## src/rtl/fetch_stage.sv

```systemverilog
// Instruction fetch stage: owns the PC, issues one-at-a-time I-cache requests and
// hands instruction/PC/error triples to decode through a valid/stall handshake.
module fetch_stage #(
    parameter int            AW       = 32,
    parameter int            DW       = 32,
    parameter logic [AW-1:0] RESET_PC = 32'h00000000,
    parameter logic [DW-1:0] NOP      = 32'h00000013
) (
    input  logic          i_clk,
    input  logic          i_rst,
    input  logic          i_flush,
    input  logic [AW-1:0] i_flush_pc,
    input  logic          i_stall,
    output logic          o_valid,
    output logic [DW-1:0] o_inst,
    output logic [AW-1:0] o_pc,
    output logic [1:0]    o_error,
    output logic          o_ic_en,
    output logic [AW-1:0] o_ic_addr,
    input  logic [DW-1:0] i_ic_data,
    input  logic          i_ic_stall,
    input  logic [1:0]    i_ic_error
);
    typedef enum logic {S_RUN, S_HALT} state_t;

    state_t        r_state;
    logic [AW-1:0] r_pc;
    logic          r_inflight;
    logic [AW-1:0] r_inflight_pc;
    logic          r_skid_vld;
    logic [DW-1:0] r_skid_inst;
    logic [AW-1:0] r_skid_pc;
    logic [1:0]    r_skid_err;

    logic          w_resp;
    logic          w_resp_err;
    logic [DW-1:0] w_resp_inst;
    logic          w_out_free;
    logic          w_skid_fill;
    logic          w_accept;

    assign w_resp      = r_inflight;
    assign w_resp_err  = r_inflight && (|i_ic_error);
    assign w_resp_inst = w_resp_err ? NOP : i_ic_data;
    assign w_out_free  = !o_valid || !i_stall;
    assign w_skid_fill = w_resp && !w_out_free;

    // A response landing in the skid this cycle, or a faulting response, must
    // block the next request: the skid has one slot and fetch halts on errors.
    assign o_ic_en   = !i_rst && (r_state == S_RUN) && !i_flush && !r_skid_vld
                       && !w_skid_fill && !w_resp_err;
    assign o_ic_addr = r_pc;
    assign w_accept  = o_ic_en && !i_ic_stall;

    always_ff @(posedge i_clk) begin
        if (i_rst) begin
            r_state       <= S_RUN;
            r_pc          <= RESET_PC;
            r_inflight    <= 1'b0;
            r_inflight_pc <= '0;
            r_skid_vld    <= 1'b0;
            r_skid_inst   <= NOP;
            r_skid_pc     <= '0;
            r_skid_err    <= '0;
            o_valid       <= 1'b0;
            o_inst        <= NOP;
            o_pc          <= '0;
            o_error       <= '0;
        end else if (i_flush) begin
            r_state    <= S_RUN;
            r_pc       <= i_flush_pc;
            r_inflight <= 1'b0;
            r_skid_vld <= 1'b0;
            o_valid    <= 1'b0;
        end else begin
            if (w_out_free) begin
                if (r_skid_vld) begin
                    // Skid is older than any response arriving now.
                    o_valid    <= 1'b1;
                    o_inst     <= r_skid_inst;
                    o_pc       <= r_skid_pc;
                    o_error    <= r_skid_err;
                    r_skid_vld <= w_resp;
                    if (w_resp) begin
                        r_skid_inst <= w_resp_inst;
                        r_skid_pc   <= r_inflight_pc;
                        r_skid_err  <= i_ic_error;
                    end
                end else if (w_resp) begin
                    o_valid <= 1'b1;
                    o_inst  <= w_resp_inst;
                    o_pc    <= r_inflight_pc;
                    o_error <= i_ic_error;
                end else begin
                    o_valid <= 1'b0;
                end
            end else if (w_resp) begin
                r_skid_vld  <= 1'b1;
                r_skid_inst <= w_resp_inst;
                r_skid_pc   <= r_inflight_pc;
                r_skid_err  <= i_ic_error;
            end

            if (w_resp_err)
                r_state <= S_HALT;

            r_inflight <= w_accept;
            if (w_accept) begin
                r_pc          <= r_pc + AW'(4);
                r_inflight_pc <= r_pc;
            end
        end
    end
endmodule

```

## config.mk

```make
export PLATFORM = sky130hd
export DESIGN_NAME = fetch_stage
export DESIGN_NICKNAME = d
export VERILOG_FILES = /design/src/rtl/fetch_stage.sv
export SDC_FILE = /design/constraint.sdc
export NUM_CORES = 1
export LEC_CHECK = 0
export BUFFER_PORTS_ARGS = -buffer_cell sky130_fd_sc_hd__buf_2
export CORE_MARGIN = 3
export CORE_UTILIZATION = 42
export DETAILED_ROUTE_END_ITERATION = 8
export PLACE_DENSITY = 0.72
export SYNTH_ARGS = -nofsm -noshare
export SYNTH_HDL_FRONTEND = slang
export SYNTH_SLANG_ARGS = --single-unit
```

## constraint.sdc

```tcl
create_clock -name i_clk -period 2.85 [get_ports i_clk]
set_clock_uncertainty 0.15 [all_clocks]
set_input_delay 0 -clock i_clk [delete_from_list [all_inputs] [get_ports i_clk]]
set_output_delay 0 -clock i_clk [all_outputs]
set_load 0.005 [all_outputs]
```

======== Word level (Yosys, flattened, before mapping) ========
Index checks and enable logic that the tools add are counted.
storage, ports and cells
  register bits after elaboration ......... 200
  input bits .............................. 71
  output and inout bits ................... 100
  word-level logic and storage cells ...... 65
operators by class
  $add $sub $neg .......................... 1
  equality and inequality tests ........... 1
  muxes and demuxes ....................... 23
  bitwise gates (word level) .............. 2
  reductions and logical operators ........ 26
operators with widths
  kind                                           number
  2-to-1 mux 32 bit                              13
  adder 32 x 3 -> 32 bit, second input constant  1
  2-to-1 mux 2 bit                               5
  logical NOT 1 bit                              9
  logical AND 1 bit                              8
  nonzero test 2 bit                             3
  2-to-1 mux 1 bit                               5
  AND reduction 2 bit                            2
  OR reduction 2 bit                             2
  AND reduction 3 bit                            1
  != test 2 bit, second input constant           1
  NOT 1 bit                                      2
  logical OR 1 bit                               1

======== Logic depth before layout (Yosys ltp) ========
  depth after elaboration ................. 10
  depth in mapped cells ................... 9
  mapped depth without buffers ............ 6

======== Worst setup path before layout ========
No wires, ideal clock.
  kind .................................... register to register
  start ................................... register r_pc[2], in the netlist o_ic_addr[2]
  end ..................................... register r_pc[30], in the netlist o_ic_addr[30]
  setup time .............................. 0.122 ns
  arrival time ............................ 2.115 ns
  data required time ...................... 2.578 ns
  setup slack ............................. 0.463 ns
  cell stages (with the launch flop) ...... 7
  path buffers ............................ 0
  clock period less this slack ............ 2.387 ns
  path through ............................ dfxtp_1 ha_1 nand3_1 nor4_1 nand4_1 mux2i_1 a221o_1
between the ends
  word-level cells in the longest chain between the ends .. 3
RTL lines
  what                    RTL line  source
  from (decl)             27        logic [AW-1:0] r_pc;
  from (signal assigned)  71        r_pc <= i_flush_pc;
  from (signal assigned)  109       r_pc <= r_pc + AW'(4);
  adder 32 x 3 -> 32 bit  109
  2-to-1 mux 32 bit       108       if (w_accept) begin
  2-to-1 mux 32 bit       69        end else if (i_flush) begin
Every way passes these cells. The select of a mux whose other input is x is not followed.
A chain may end at the register's enable or synchronous reset.

======== Worst setup path in the final report ========
  start ................................... register r_skid_vld
  end ..................................... register r_pc[27], in the netlist o_ic_addr[27]
between the ends
  word-level cells in the longest chain between the ends .. 6
RTL lines
  what                             RTL line  source
  from (decl)                      30        logic r_skid_vld;
  from (signal assigned)           83        r_skid_vld <= w_resp;
  logical NOT 1 bit                50        assign o_ic_en = !i_rst && (r_state == S_RUN) && !i_flush && !r_skid_vld
  logical AND 1 bit                50
  logical AND 1 bit (2 in series)  51        && !w_skid_fill && !w_resp_err;
  logical AND 1 bit                53        assign w_accept = o_ic_en && !i_ic_stall;
  nonzero test 2 bit (no line)     n/a
Every way passes these cells.

==> run_results.csv <==
group,metric,value,unit
timing,setup_viol,0,
power,swShare,25.1,%
place,dpl.hpwl,14100,um
yosys,synth-simple-area-share,22.6,%
yosys,syn_area,0.00832,mm^2
timing,timing.final.crit_share,94.7,%
yosys,synth_top_area_share,48.1,%
timing,worst_slew_pin_slew,825,ps
worst_setup_path,setup.worst_path.class,"flip-flop to flip-flop",
yosys,synth_commonest_cells,"nand2_1, dfxtp_1, a21oi_1, nor2_1, clkbuf_1",
worst_setup_path,worstSetupStartpoint,"r_skid_vld",
cts,cts_inserted_buffers,17,
cts,cts_buffer_depth,2,
routing,routedWlPerCell,14.8,um
routing,antenna_left,0,
timing,slew_headroom,45.0,%
timing,slew_viol_final,0,
global_routing,overflow,0,
min_path,hold_start,"i_rst",
floorplanning,die_w,147,um
routing,num_vias,7889,
power,p_switching,1.42,mW
power,combPwrFrac,8.6,%
timing,rsz0062_at_grt,"no",
routing,drc,0,
status,status,"finished with violations",
global_routing,grt_usage,20.2,%
yosys,ys_types,54,
yosys,synthTopCellsByArea,"dfxtp_1, nand2_1, a21oi_1",
yosys,synth_warnings,0,
yosys,synthFlopType,"dfxtp_1",
worst_setup_path,timing.rr.end,"o_ic_addr[27]",
min_path,min_path_cells,3,
worst_setup_path,worstPathRequired,3020,ps
cts,cts.htree.levels,4,
layout,num_antenna_cells,0,
flow_run,cap_viol_max_count,0,
yosys,synth_compound_area_share,19.6,%
routing,vias_per_cell,5.23,
cts,post_cts_resized,0,
timing,final-hold-violation-count,1,
timing,setup_ws,150,ps
layout,drive_gt1_share,19.0,%
yosys,muxShareOfSynthArea,4.57,%
global_routing,grt_pass1_wl,36300,um
timing,hold_ws,-0.716,ps
yosys,ys_seq_area_share,48.1,%
layout,post-route-cell-area,0.0106,mm^2
routing,dr.pass1.iters,5,
yosys,synth_top_family_by_area,"simple AND/OR/NAND/NOR gates",
global_routing,grt_pass1_vias,6951,
yosys,async_flop_share,0,%
yosys,synth_edf_count,0,
cts,clk_pin_slew_worst_paths,80,ps
global_routing,antenna_found_initial,0,
yosys,yosysMostFrequentCell,"nand2_1",
place,dpl_worst_slack,155,ps
timing,tns,0,ps
worst_setup_path,reg2reg_depth,6,
power,p_per_area,535,mW/mm^2
layout,synthToLayoutAreaGrowth,27.6,%
layout,fin_nets,1308,
cts,cts_setup_buffers,0,
floorplanning,die-area,0.0215,mm^2
power,intPower,4.26,mW
worst_setup_path,cp-start-kind,"flip-flop",
timing,fmax,0.370,GHz
min_path,hold_path_end,"o_inst[23]",
worst_setup_path,rrSetupSlack,150,ps
timing,fin_crit,2700,ps
global_routing,grt_max_degree,183,
yosys,yosys.area_share.adder,0.150,%
floorplanning,rows,50,
yosys,synth-seq-cells,200,
routing,routed_wl,22400,um
layout,nFillCells,1749,
power,cellLeakagePower,3.92,nW
floorplanning,num_io_pins,171,
floorplanning,coreArea,0.0191,mm^2
routing,drt_iter0_markers,542,
worst_setup_path,reg2reg_from,"r_skid_vld",
worst_setup_path,cp-end-kind,"flip-flop",
place,placedInstanceArea,0.00939,mm^2
yosys,synthXorXnorAreaFrac,0.211,%
cts,cts_sinks,200,
yosys,synth_nets,1113,
cts,cts_root_buffer,"clkbuf_16",
yosys,synth_top_cell_by_area,"dfxtp_1",
status,violations,"hold timing",
yosys,synth_cells,1041,
floorplanning,initial_utilization,43.6,%
power,clock_power_share,39.6,%
cts,clk_latency,430,ps
worst_setup_path,cp_max_fo,20,
place,place_congestion,0.851,
min_path,hold_class,"input pin to flip-flop",
cts,cts_tree,"done",
place,portBuffers,170,
floorplanning,die_h,147,um
power,ir_drop,0.000425,V
worst_setup_path,cp.arrival,2870,ps
power,p_seq_share,51.8,%
yosys,avgSynthCellArea,7.99,um^2
-- registers in the layout (all words and copies together) (netlist names) --
name / cells
r_skid_vld: 1
o_error: 2
o_valid: 1
r_skid_err: 2
o_ic_addr: 32
o_inst: 32
r_inflight: 1
r_inflight_pc: 32
r_state: 1
r_skid_inst: 32
o_pc: 32
r_skid_pc: 32
-- layout make-up --
cell class | count | area (um^2) | area share (%)
sequential | 200 | 4010 | 37.7
multi-input combinational | 746 | 3960 | 37.2
timing repair buffer | 264 | 1760 | 16.6
clock buffer | 21 | 450 | 4.24
tap | 260 | 325 | 3.06
clock inverter | 11 | 91.3 | 0.860
inverter | 7 | 27.5 | 0.259
-- cells in the final DEF, fill, tap and decap left out, types with 6 or more instances in the layout --
master,count
inv_1,6
dfxtp_1,199
dlygate4sd3_1,69
nand4_1,7
or3_1,6
buf_4,23
nor3_1,16
clkbuf_16,17
nor2_1,80
a211oi_1,35
o21ai_0,49
nand3_1,41
buf_2,169
nor2b_1,6
nand2_1,245
o211ai_1,33
mux2i_1,38
a21oi_1,115
-- layer usage --
layer  global-route usage [%]  wire (um)
met1                     29.7      10800
met2                     30.8       9950
met3                     3.42       1300
met4                     5.55        329
met5                        0          0
-- critical path, cell delays in order, from the launching register on --
cell,delay [ps]
dfxtp_4,340
or4_1,520
or4_2,690
clkinv_2,270
nor2_2,160
a21o_1,180
a221o_1,280
-- cell families after synthesis --
logic type      count (synthesis)
flops                         200
compound gates                270
fa+ha+maj                       1
xor+xnor                        2
buf+inv                        95
mux                            38
simple gates                  435
-- how the worst max path moves through the flow --
stage,end,slack (ps),cells after the start
floorplan,o_ic_addr[30],460,6
global placement,o_ic_addr[27],230,6
detailed placement,o_ic_addr[27],160,6
CTS,o_ic_addr[27],150,6
global route,o_ic_addr[27],4,6
finish,o_ic_addr[27],150,6
-- power by group through the flow --
stage / combinational (mW) / clock, mW / sequential, mW
after floorplan: 0.219 / 0 / 3.00
after global placement: 0.409 / 0 / 3.00
after detailed placement: 0.413 / 0 / 3.01
after CTS: 0.487 / 2.30 / 2.94
after global routing: 0.543 / 2.42 / 2.95
final: 0.489 / 2.25 / 2.94
-- stage by stage --
step                      cells  utilization (%)  hold WS (ps)  total power [mW]
after floorplan            1041                -         -41.4              3.21
after global placement     1408             49.2          52.2              3.41
after CTS                  1509             55.6          2.23              5.73
after detailed placement   1408             49.2          53.1              3.42
after global routing       1509             55.6          42.5              5.91
final                      1509             55.6        -0.716              5.68
-- what timing repair did --
action / in CTS / in global routing
endpoints found under the hold margin: 102 / 0
hold buffers: 69 / 0
endpoints found under the setup margin: 0 / 0
No activity file was read; power rests on OpenSTA's default activity.
